$ cat config.mk
export PLATFORM = sky130hd
export DESIGN_NAME = cmd_frame_parser_flat
export DESIGN_NICKNAME = d
export VERILOG_FILES = /design/src/rtl/cmd_frame_pkg.sv /design/src/rtl/cmd_frame_if.sv /design/src/rtl/cmd_frame_timeout.sv /design/src/rtl/cmd_frame_parser.sv /design/src/flat_wrapper.sv
export SDC_FILE = /design/constraint.sdc
export NUM_CORES = 1
export LEC_CHECK = 0
export CAP_MARGIN = 10
export CORE_UTILIZATION = 35
export DETAILED_ROUTE_END_ITERATION = 7
export HOLD_SLACK_MARGIN = 0.12
export SETUP_SLACK_MARGIN = 0.2
export SYNTH_ARGS = -nofsm -noshare
export SYNTH_HDL_FRONTEND = slang
export SYNTH_SLANG_ARGS = --single-unit
$ cat constraint.sdc
create_clock -name clk -period 1.6 [get_ports clk]
set_clock_uncertainty 0.05 [all_clocks]
set_input_delay 0.4 -clock clk [delete_from_list [all_inputs] [get_ports clk]]
set_output_delay 0.4 -clock clk [all_outputs]
set_load 0.02 [all_outputs]
$ cat src/rtl/cmd_frame_pkg.sv
// Shared types, command codes and the argument-length table for the command frame parser.
package cmd_frame_pkg;

  typedef enum logic [1:0] {
    IDLE,
    ARG,
    OUT
  } state_t;

  typedef struct packed {
    logic [7:0]  cmd;
    logic [31:0] arg;
  } frame_t;

  localparam logic [7:0] CMD_WR_ADDR = "A";
  localparam logic [7:0] CMD_WR_BUS  = "B";
  localparam logic [7:0] CMD_OFF     = "O";
  localparam logic [7:0] CMD_SET_CW  = "M";
  localparam logic [7:0] CMD_RD_OP   = "r";
  localparam logic [7:0] CMD_TIMEOUT = 8'hff;

  // Number of little-endian argument bytes that follow a command byte.
  function automatic logic [2:0] arg_len(input logic [7:0] c);
    case (c)
      CMD_WR_BUS:                     arg_len = 3'd1;
      CMD_WR_ADDR:                    arg_len = 3'd2;
      CMD_OFF, CMD_SET_CW, CMD_RD_OP: arg_len = 3'd4;
      default:                        arg_len = 3'd0;
    endcase
  endfunction

endpackage

$ cat src/rtl/cmd_frame_if.sv
// Byte-stream input and frame output of the command frame parser.
interface cmd_frame_if;
  logic [7:0]  rx_data;
  logic        rx_valid;
  logic        rx_ready;
  logic [7:0]  cmd;
  logic [31:0] arg;
  logic        cmd_valid;
  logic        cmd_ready;
  logic        frame_err;

  modport master (
    input  rx_data, rx_valid, cmd_ready,
    output rx_ready, cmd, arg, cmd_valid, frame_err
  );

  modport slave (
    output rx_data, rx_valid, cmd_ready,
    input  rx_ready, cmd, arg, cmd_valid, frame_err
  );
endinterface

$ cat src/rtl/cmd_frame_timeout.sv
// Idle/stall counter: counts enabled cycles and flags expiry at TIMEOUT_CYCLES-1.
module cmd_frame_timeout #(
  parameter int unsigned TIMEOUT_CYCLES = 100000,
  parameter int unsigned TO_W           = 17
) (
  input  logic clk,
  input  logic rst,
  input  logic count_en,
  input  logic clear,
  output logic expire_c
);

  logic [TO_W-1:0] cnt;

  assign expire_c = count_en && (cnt == TO_W'(TIMEOUT_CYCLES - 1));

  // Expiry restarts the count so the next idle period is measured from zero.
  always_ff @(posedge clk or negedge rst) begin
    if (!rst) begin
      cnt <= '0;
    end else if (clear || expire_c) begin
      cnt <= '0;
    end else if (count_en) begin
      cnt <= cnt + TO_W'(1);
    end
  end

endmodule

$ cat src/rtl/cmd_frame_parser.sv
// Assembles host-link bytes into {cmd, arg} frames over a valid/ready handshake.
// Optional idle timeout / mid-frame abort enabled by CMD_FRAME_TIMEOUT_EN.
module cmd_frame_parser
  import cmd_frame_pkg::*;
#(
  parameter int unsigned TIMEOUT_CYCLES = 100000,
  parameter int unsigned TO_W           = 17
) (
  input  logic         clk,
  input  logic         rst,
  cmd_frame_if.master  bus
);

  state_t     state;
  frame_t     frame_q;
  logic       rx_ready_q;
  logic       cmd_valid_q;
  logic [2:0] remaining;
  logic [1:0] idx;
  logic       rx_hs;
  logic       expire;
  logic [2:0] len_c;

  if ((64'd1 << TO_W) <= 64'(TIMEOUT_CYCLES)) begin : g_bad_to_w
    $error("TO_W too narrow for TIMEOUT_CYCLES");
  end

  assign rx_hs = bus.rx_valid & rx_ready_q;
  assign len_c = arg_len(bus.rx_data);

  assign bus.rx_ready  = rx_ready_q;
  assign bus.cmd_valid = cmd_valid_q;
  assign bus.cmd       = frame_q.cmd;
  assign bus.arg       = frame_q.arg;

`ifdef CMD_FRAME_TIMEOUT_EN
  logic count_en;
  logic frame_err_q;

  // Frozen while a frame waits in OUT.
  assign count_en = (state != OUT) && !rx_hs;

  cmd_frame_timeout #(
    .TIMEOUT_CYCLES (TIMEOUT_CYCLES),
    .TO_W           (TO_W)
  ) u_timeout (
    .clk      (clk),
    .rst      (rst),
    .count_en (count_en),
    .clear    (rx_hs),
    .expire_c (expire)
  );

  always_ff @(posedge clk or negedge rst) begin
    if (!rst) begin
      frame_err_q <= 1'b0;
    end else begin
      frame_err_q <= (state == ARG) && expire;
    end
  end

  assign bus.frame_err = frame_err_q;
`else
  assign expire        = 1'b0;
  assign bus.frame_err = 1'b0;
`endif

  // Frame FSM; rx_ready/cmd_valid are registered from the next state.
  always_ff @(posedge clk or negedge rst) begin
    if (!rst) begin
      state       <= IDLE;
      frame_q     <= '0;
      rx_ready_q  <= 1'b0;
      cmd_valid_q <= 1'b0;
      remaining   <= '0;
      idx         <= '0;
    end else begin
      case (state)
        IDLE: begin
          rx_ready_q <= 1'b1;
          if (rx_hs) begin
            frame_q.cmd <= bus.rx_data;
            frame_q.arg <= '0;
            remaining   <= len_c;
            idx         <= '0;
            if (len_c == 3'd0) begin
              state       <= OUT;
              rx_ready_q  <= 1'b0;
              cmd_valid_q <= 1'b1;
            end else begin
              state <= ARG;
            end
          end else if (expire) begin
            frame_q.cmd <= CMD_TIMEOUT;
            frame_q.arg <= '0;
            state       <= OUT;
            rx_ready_q  <= 1'b0;
            cmd_valid_q <= 1'b1;
          end
        end

        ARG: begin
          rx_ready_q <= 1'b1;
          if (rx_hs) begin
            frame_q.arg[{idx, 3'b000} +: 8] <= bus.rx_data;
            idx       <= idx + 2'd1;
            remaining <= remaining - 3'd1;
            if (remaining == 3'd1) begin
              state       <= OUT;
              rx_ready_q  <= 1'b0;
              cmd_valid_q <= 1'b1;
            end
          end else if (expire) begin
            state <= IDLE;
          end
        end

        OUT: begin
          if (bus.cmd_ready) begin
            state       <= IDLE;
            rx_ready_q  <= 1'b1;
            cmd_valid_q <= 1'b0;
          end
        end

        default: begin
          state       <= IDLE;
          rx_ready_q  <= 1'b0;
          cmd_valid_q <= 1'b0;
        end
      endcase
    end
  end

endmodule

$ cat src/flat_wrapper.sv
// flat-port wrapper written by rule: the top's interface ports become plain ports
module cmd_frame_parser_flat import cmd_frame_pkg::*;
#(
  parameter int unsigned TIMEOUT_CYCLES = 100000,
  parameter int unsigned TO_W           = 17
)
  (clk, rst, bus_rx_data, bus_rx_valid, bus_cmd_ready, bus_rx_ready, bus_cmd, bus_arg, bus_cmd_valid, bus_frame_err);
  cmd_frame_if bus_i ();
  input  logic clk;
  input  logic rst;
  input wire logic [$bits(bus_i.rx_data)-1:0] bus_rx_data;
  input wire logic [$bits(bus_i.rx_valid)-1:0] bus_rx_valid;
  input wire logic [$bits(bus_i.cmd_ready)-1:0] bus_cmd_ready;
  output wire logic [$bits(bus_i.rx_ready)-1:0] bus_rx_ready;
  output wire logic [$bits(bus_i.cmd)-1:0] bus_cmd;
  output wire logic [$bits(bus_i.arg)-1:0] bus_arg;
  output wire logic [$bits(bus_i.cmd_valid)-1:0] bus_cmd_valid;
  output wire logic [$bits(bus_i.frame_err)-1:0] bus_frame_err;
  assign bus_i.rx_data = bus_rx_data;
  assign bus_i.rx_valid = bus_rx_valid;
  assign bus_i.cmd_ready = bus_cmd_ready;
  assign bus_rx_ready = bus_i.rx_ready;
  assign bus_cmd = bus_i.cmd;
  assign bus_arg = bus_i.arg;
  assign bus_cmd_valid = bus_i.cmd_valid;
  assign bus_frame_err = bus_i.frame_err;
  cmd_frame_parser #(.TIMEOUT_CYCLES(TIMEOUT_CYCLES), .TO_W(TO_W)) u_core (.clk(clk), .rst(rst), .bus(bus_i));
endmodule
# [Yosys cells after proc, flatten, opt, wreduce, memory -nomap -nowiden]
# Cells that the tools add are included.
[totals] elab_cells=63 output_inout_bits=43 reg_bits=49
[classes] reduce_logical=8 add_sub_neg=3 bitwise_logic=1 eq_ne=13 muxes=29 shifts=2
[ops] cell="two-way mux 32 bit" count=2
[ops] cell="one-hot mux 32 bit (2 select lines)" count=1
[ops] cell="== test 8 x 7 -> 1 bit, second input constant" count=5
[ops] cell="bitwise mux 32 bit" count=1
[ops] cell="variable shift 8 x 7 -> 32 bit, first input constant" count=1
[ops] cell="indexed part select 8 x 7 -> 32 bit" count=1
[ops] cell="two-way mux 2 bit" count=7
[ops] cell="two-way mux 1 bit" count=10
[ops] cell="one-hot mux 3 bit (3 select lines)" count=1
[ops] cell="!= test 2 x 1 -> 1 bit, second input constant" count=4
[ops] cell="negation 5 -> 7 bit" count=1
[ops] cell="two-way mux 3 bit" count=2
[ops] cell="one-hot mux 1 bit (3 select lines)" count=2
[ops] cell="one-hot mux 2 bit (3 select lines)" count=1
[ops] cell="one-hot mux 3 bit (2 select lines)" count=1
[ops] cell="AND reduction 5 bit" count=1
[ops] cell="one-hot mux 2 bit (2 select lines)" count=1
[ops] cell="AND reduction 4 bit" count=1
[ops] cell="== test 3 x 1 -> 1 bit, second input constant" count=1
[ops] cell="zero test 3 bit" count=1
[ops] cell="AND reduction 3 bit" count=1
[ops] cell="OR reduction 3 bit" count=1
[ops] cell="subtractor 3 x 1 -> 3 bit, second input constant" count=1
[ops] cell="adder 2 x 1 -> 2 bit, second input constant" count=1
[ops] cell="7 further kinds" count=7

# [Longest topological paths before layout]
[logic_depth] depth_word=7 mapped_depth=6 mapped_depth_nobuf=6

# [Worst setup path before layout]
# OpenSTA, ideal clock, no wires.
[synth_timing] kind="reg-to-reg" start="reg u_core.idx[0]" end="reg, netlist name u_core.bus.arg[0]" setup_time_ps=66 setup_slack_ps=17 required_ps=1484 path_stages_with_launch=7 arrival_time_ps=1467 path_cell_list="dfrtp_1 inv_1 ha_1 nor2_1 nand3_1 nor2_1 a22o_1"
[synth_between] elab_chain_len=5 word_cells_on_any_way=6 cone_classes="add/sub: 1; shift: 2; mux: 3"
[synth_rtl] item="start: declaration" line_no="cmd_frame_parser.sv:19" text="logic [1:0] idx;"
[synth_rtl] item="start signal: assignment" line_no="cmd_frame_parser.sv:106" text="idx <= idx + 2'd1;"
[synth_rtl] item="negation 5 -> 7 bit (*)" line_no="cmd_frame_parser.sv:105" text="frame_q.arg[{idx, 3'b000} +: 8] <= bus.rx_data;"
[synth_rtl] item="indexed part select 8 x 7 -> 32 bit / variable shift 8 x 7 -> 32 bit (equally long branches)" line_no="cmd_frame_parser.sv:105"
[synth_rtl] item="bitwise mux 32 bit (*)" line_no="cmd_frame_parser.sv:105"
[synth_rtl] item="two-way mux 32 bit (*)" line_no="cmd_frame_parser.sv:104" text="if (rx_hs) begin"
[synth_rtl] item="one-hot mux 32 bit (2 select lines) (*)" line_no="cmd_frame_parser.sv:78" text="case (state)"
# Mark *: on every way between the ends. The rest lies on a longest branch, timed or not. The select of a mux whose other input is x is not followed.
# A chain may end at the register's enable or synchronous reset.

# [Worst setup path in the final report]
[layout_timing] start="reg u_core.state[0]" end="reg, netlist name u_core.bus.cmd[4]"
[layout_between] elab_chain_len=2
[layout_rtl] item="start: declaration" line_no="cmd_frame_parser.sv:14" text="state_t state;"
[layout_rtl] item="start signal: assignment" line_no="cmd_frame_parser.sv:71" text="state <= IDLE;"
[layout_rtl] item="start signal: assignment" line_no="cmd_frame_parser.sv:87" text="state <= OUT;"
[layout_rtl] item="start signal: assignment" line_no="cmd_frame_parser.sv:91" text="state <= ARG;"
[layout_rtl] item="zero test 2 bit" line_no="cmd_frame_parser.sv:78"
[layout_rtl] item="AND reduction 2 bit (no source line)"
# No other way between the ends.

==> report_table.html <==
<table>
<tr><th>Metric</th><th>Value</th></tr>
<tr><th colspan="2">Critical path</th></tr>
<tr><td>Register-to-register setup slack</td><td>0.11 ns</td></tr>
<tr><td>Kind of end point of the critical path</td><td>flop</td></tr>
<tr><td>Maximum fanout count along the critical path</td><td>5</td></tr>
<tr><td>Reg2Reg Capture Point</td><td>u_core.bus.cmd[4]$_DFFE_PN0P_</td></tr>
<tr><td>Crit Path Category</td><td>reg -&gt; reg</td></tr>
<tr><td>Startpoint class of the critical path</td><td>flop</td></tr>
<tr><td>RR Startpoint</td><td>u_core.state[0]$_DFFE_PN0P_</td></tr>
<tr><td>Arr. time, crit path</td><td>1.64 ns</td></tr>
<tr><td>Data required time at the worst endpoint</td><td>1.75 ns</td></tr>
<tr><td>R2R cell count</td><td>5</td></tr>
<tr><th colspan="2">Min path</th></tr>
<tr><td>Worst Hold Depth</td><td>3</td></tr>
<tr><td>Hold Path Class</td><td>in -&gt; reg</td></tr>
<tr><td>Worst Hold End</td><td>u_core.bus.arg[27]$_DFFE_PN0P_</td></tr>
<tr><td>Worst hold start</td><td>bus_rx_data[3]</td></tr>
<tr><th colspan="2">Global routing</th></tr>
<tr><td>Initial antenna violation count</td><td>0</td></tr>
<tr><td>Vias in the first global route</td><td>1752</td></tr>
<tr><td>Wire length of the first global-routing pass</td><td>9.63 mm</td></tr>
<tr><td>GRT Residual Overflow</td><td>0</td></tr>
<tr><td>Total global-route track usage</td><td>19.9%</td></tr>
<tr><td>Largest net degree at the start of global routing</td><td>50</td></tr>
<tr><th colspan="2">Route</th></tr>
<tr><td>Post-route ant nets</td><td>0</td></tr>
<tr><td>Via count of the routed design</td><td>1833</td></tr>
<tr><td>Vias per Instance</td><td>5.15</td></tr>
<tr><td>Detailed-route wire length on metal 1</td><td>2.91 mm</td></tr>
<tr><td>Routed wl met3</td><td>331 um</td></tr>
<tr><td>Number of DRC violations after detailed routing</td><td>0</td></tr>
<tr><td>First-iteration detailed-routing DRC count</td><td>103</td></tr>
<tr><td>Routed wire length per instance</td><td>16.9 um</td></tr>
<tr><td>Routed wire length</td><td>6.03 mm</td></tr>
<tr><td>1st-pass router iterations</td><td>6</td></tr>
<tr><td>Length of routed met2 wiring</td><td>2.74 mm</td></tr>
<tr><td>Highest routed layer</td><td>met4</td></tr>
<tr><th colspan="2">Layout</th></tr>
<tr><td>Share of layout cells above drive strength 1</td><td>52.3%</td></tr>
<tr><td>Post-route cell area</td><td>0.00326 mm^2</td></tr>
<tr><td>Number of nets at the end of the flow</td><td>298</td></tr>
<tr><td>Area growth, synth to finish</td><td>49.3%</td></tr>
<tr><td>Most frequent standard cell in the layout excluding fill and tap cells</td><td>sky130_fd_sc_hd__dfrtp_1</td></tr>
<tr><td>Antenna diode instance count</td><td>0</td></tr>
<tr><td>Fillers</td><td>544</td></tr>
<tr><td>Most frequent cells in the layout</td><td>47 x sky130_fd_sc_hd__dfrtp_1, 42 x sky130_fd_sc_hd__buf_2, 42 x sky130_fd_sc_hd__buf_4</td></tr>
<tr><td>Number of non-filler instances in the completed layout</td><td>356</td></tr>
<tr><th colspan="2">CTS</th></tr>
<tr><td>Maximum buffer depth of the clock tree</td><td>2</td></tr>
<tr><td>Buffer type at the clock tree root</td><td>sky130_fd_sc_hd__clkbuf_8</td></tr>
<tr><td>TritonCTS buffer count</td><td>5</td></tr>
<tr><td>Total number of clock tree sinks</td><td>49</td></tr>
<tr><td>Level count of the clock H-tree</td><td>2</td></tr>
<tr><td>Insertion delay to the later sink of the worst-skew pair</td><td>0.30 ns</td></tr>
<tr><td>Clock tree from TritonCTS</td><td>done</td></tr>
<tr><td>Clock transition at the register clock pins on the worst setup and hold paths after CTS</td><td>0.09 ns</td></tr>
<tr><th colspan="2">Die</th></tr>
<tr><td>Vertical die dimension</td><td>81.0 um</td></tr>
<tr><td>Full die area</td><td>0.00656 mm^2</td></tr>
<tr><td>Site row count</td><td>28</td></tr>
<tr><td>Placeable Area</td><td>0.00596 mm^2</td></tr>
<tr><td>Number of top-level pins</td><td>55</td></tr>
<tr><td>DIE WIDTH</td><td>81.0 um</td></tr>
<tr><td>Effective utilization at floorplan</td><td>36.7%</td></tr>
<tr><th colspan="2">Synthesis</th></tr>
<tr><td>Sequential share of the synthesized area</td><td>56.2%</td></tr>
<tr><td>Cell types with the largest area share after synthesis</td><td>sky130_fd_sc_hd__dfrtp_1 56%, sky130_fd_sc_hd__a22o_1 13%, sky130_fd_sc_hd__mux2_2 4.1%</td></tr>
<tr><td>Synth Area per Inst</td><td>12.6 um^2</td></tr>
<tr><td>Total standard cell area after synthesis</td><td>0.00218 mm^2</td></tr>
<tr><td>Mapped Nets</td><td>191</td></tr>
<tr><td>Ys Warns</td><td>0</td></tr>
<tr><td>Number of register bits inferred by synthesis</td><td>49</td></tr>
<tr><td>Synthesized instance count</td><td>173</td></tr>
<tr><td>Distinct cell type count of the synthesized netlist</td><td>38</td></tr>
<tr><td>Biggest area consumer among synthesized cells</td><td>sky130_fd_sc_hd__dfrtp_1</td></tr>
<tr><td>Area fraction of the dominant cell type after synthesis</td><td>56.2%</td></tr>
<tr><th colspan="2">Power</th></tr>
<tr><td>Leakage power</td><td>1.64 nW</td></tr>
<tr><td>Power per Cell Area</td><td>1130 mW/mm^2</td></tr>
<tr><td>Largest voltage drop on the vdd net</td><td>0.000615 V</td></tr>
<tr><td>Overall Power</td><td>0.00369 W</td></tr>
<tr><th colspan="2">Placement</th></tr>
<tr><td>Detailed placer's ending HPWL</td><td>4.03 mm</td></tr>
<tr><td>Area after DPL</td><td>0.00307 mm^2</td></tr>
<tr><td>Port Buf Inserts</td><td>53</td></tr>
<tr><td>Final GP Congestion</td><td>0.829</td></tr>
<tr><td>Placed Cells</td><td>330</td></tr>
<tr><th colspan="2">Timing</th></tr>
<tr><td>Final-report setup violation count</td><td>0</td></tr>
<tr><td>RSZ-0062 raised after global routing</td><td>yes</td></tr>
<tr><td>Tmin final</td><td>1.49 ns</td></tr>
<tr><td>Number of failing hold endpoints at the final stage</td><td>0</td></tr>
<tr><td>Period utilisation layout</td><td>92.9%</td></tr>
<tr><td>Max frequency</td><td>673 MHz</td></tr>
<tr><td>Worst hold margin</td><td>0.451 ns</td></tr>
<tr><td>Final Slew Violations</td><td>0</td></tr>
<tr><th colspan="2">Outcome</th></tr>
<tr><td>Run status</td><td>complete, no violations</td></tr>
<tr><th colspan="2">Job</th></tr>
<tr><td>Count of max-cap constraint violations</td><td>0</td></tr>
</table>
[cell usage after synthesis]
| library cell | count |
|---|---|
| sky130_fd_sc_hd__nand2_1 | 10 |
| sky130_fd_sc_hd__a22o_1 | 32 |
| sky130_fd_sc_hd__o21ai_1 | 3 |
| sky130_fd_sc_hd__nor3_1 | 1 |
| sky130_fd_sc_hd__nor4_4 | 1 |
| sky130_fd_sc_hd__o22ai_1 | 1 |
| sky130_fd_sc_hd__buf_6 | 1 |
| sky130_fd_sc_hd__inv_1 | 5 |
| sky130_fd_sc_hd__nand3b_1 | 2 |
| sky130_fd_sc_hd__dfrtp_1 | 49 |
| sky130_fd_sc_hd__a21oi_1 | 3 |
| sky130_fd_sc_hd__o21ai_0 | 7 |
| sky130_fd_sc_hd__o211ai_1 | 1 |
| sky130_fd_sc_hd__a31o_2 | 1 |
| sky130_fd_sc_hd__a211o_1 | 1 |
| sky130_fd_sc_hd__a41oi_1 | 1 |
| sky130_fd_sc_hd__nand4b_2 | 1 |
| sky130_fd_sc_hd__or4b_4 | 1 |
| sky130_fd_sc_hd__o21a_1 | 1 |
| sky130_fd_sc_hd__nor4b_4 | 1 |
| sky130_fd_sc_hd__conb_1 | 1 |
| sky130_fd_sc_hd__ha_1 | 6 |
| sky130_fd_sc_hd__nand4b_1 | 1 |
| sky130_fd_sc_hd__and4_1 | 2 |
| sky130_fd_sc_hd__nor3_4 | 1 |
| sky130_fd_sc_hd__nor2b_1 | 1 |
| sky130_fd_sc_hd__buf_4 | 5 |
| sky130_fd_sc_hd__buf_2 | 3 |
| sky130_fd_sc_hd__and3_1 | 1 |
| sky130_fd_sc_hd__xor2_1 | 1 |
| sky130_fd_sc_hd__nand3_1 | 5 |
| sky130_fd_sc_hd__nor2_4 | 1 |
| sky130_fd_sc_hd__nor4b_1 | 1 |
| sky130_fd_sc_hd__nor3b_2 | 1 |
| sky130_fd_sc_hd__o21ai_2 | 2 |
| sky130_fd_sc_hd__nand2b_1 | 2 |
| sky130_fd_sc_hd__mux2_2 | 8 |
| sky130_fd_sc_hd__nor2_1 | 8 |
[metal layers]
| layer | vias up | GRT usage [%] |
|---|---|---|
| met5 | - | 0 |
| met4 | 0 | 4.29 |
| met3 | 4 | 4.16 |
| met2 | 65 | 30.6 |
| met1 | 907 | 28.9 |
| li1 | 857 | - |
[power breakdown]
group          internal, W  switching [W]
clock             0.000470       0.000423
combinational     0.000635       0.000664
sequential         0.00139       0.000109
[layout make-up]
type | count | area [um^2] | share of cell area [%]
clock buffer | 6 | 72.6 | 2.23
tap | 75 | 93.8 | 2.88
clock inverter | 2 | 38.8 | 1.19
timing repair buffer | 109 | 800 | 24.5
multi-input combinational | 110 | 1010 | 30.9
inverter | 5 | 18.8 | 0.576
sequential | 49 | 1230 | 37.7
[worst max-delay path by stage]
stage,start,end,slack [ns],cells after the start
final,u_core.state[0]$_DFFE_PN0P_,u_core.bus.cmd[4]$_DFFE_PN0P_,0.11,5
after global routing,u_core.state[1]$_DFFE_PN0P_,u_core.bus.rx_ready$_DFFE_PN0N_,0.04,4
after CTS,u_core.bus.rx_ready$_DFFE_PN0N_,bus_rx_ready,0.06,1
after detailed placement,bus_rx_valid,u_core.bus.arg[28]$_DFFE_PN0P_,-0.40,5
after global placement,bus_rx_valid,u_core.bus.arg[25]$_DFFE_PN0P_,-0.37,5
after floorplan,bus_rx_data[3],u_core.remaining[0]$_DFFE_PN0P_,0.13,5
[logic make-up (layout without fill, tap and decap cells)]
logic type	count (synthesis)	after routing	share of synthesized area, %
AO/OA/AOI/OAI	53	53	18.8
buffers and inverters	14	122	3.78
AND/OR/NAND/NOR	41	41	13.1
adder cells (fa/ha/maj)	6	6	3.44
XOR/XNOR	1	1	0.401
flip-flops	49	49	56.2
multiplexers	8	8	4.13
other	1	1	0.172
[registers in the layout, summed over array words and instances, names as in the netlist]
name                  count
u_core.bus.cmd_valid      1
u_core.idx                2
u_core.state              2
u_core.bus.rx_ready       1
u_core.bus.cmd            8
u_core.remaining          3
u_core.bus.arg           32
[per-stage QoR]
step / setup TNS [ns] / setup WS [ns] / utilization (%)
2_1_floorplan: 0 / 0.131 / -
3_3_place_gp: -14.38 / -0.371 / 51.5
3_5_place_dp: -14.98 / -0.399 / 51.5
4_1_cts: 0 / 0.0635 / 53.1
5_1_grt: 0 / 0.0353 / 54.7
6_report: 0 / 0.114 / 54.7
[critical path: stages (launching register included)]
cell and delay, ns:
sky130_fd_sc_hd__dfrtp_2 0.43, sky130_fd_sc_hd__buf_6 0.12, sky130_fd_sc_hd__nor3_4 0.20, sky130_fd_sc_hd__buf_6 0.13, sky130_fd_sc_hd__buf_12 0.12, sky130_fd_sc_hd__mux2_2 0.33
[what timing repair did]
action,CTS,global route
setup buffers,11,5
gates resized for setup,193,31
pin swaps,12,9
hold endpoints to repair,49,0
hold buffers,1,0
cloned,1,0
setup endpoints to repair,89,49
Power figures use the tool's default switching activity.
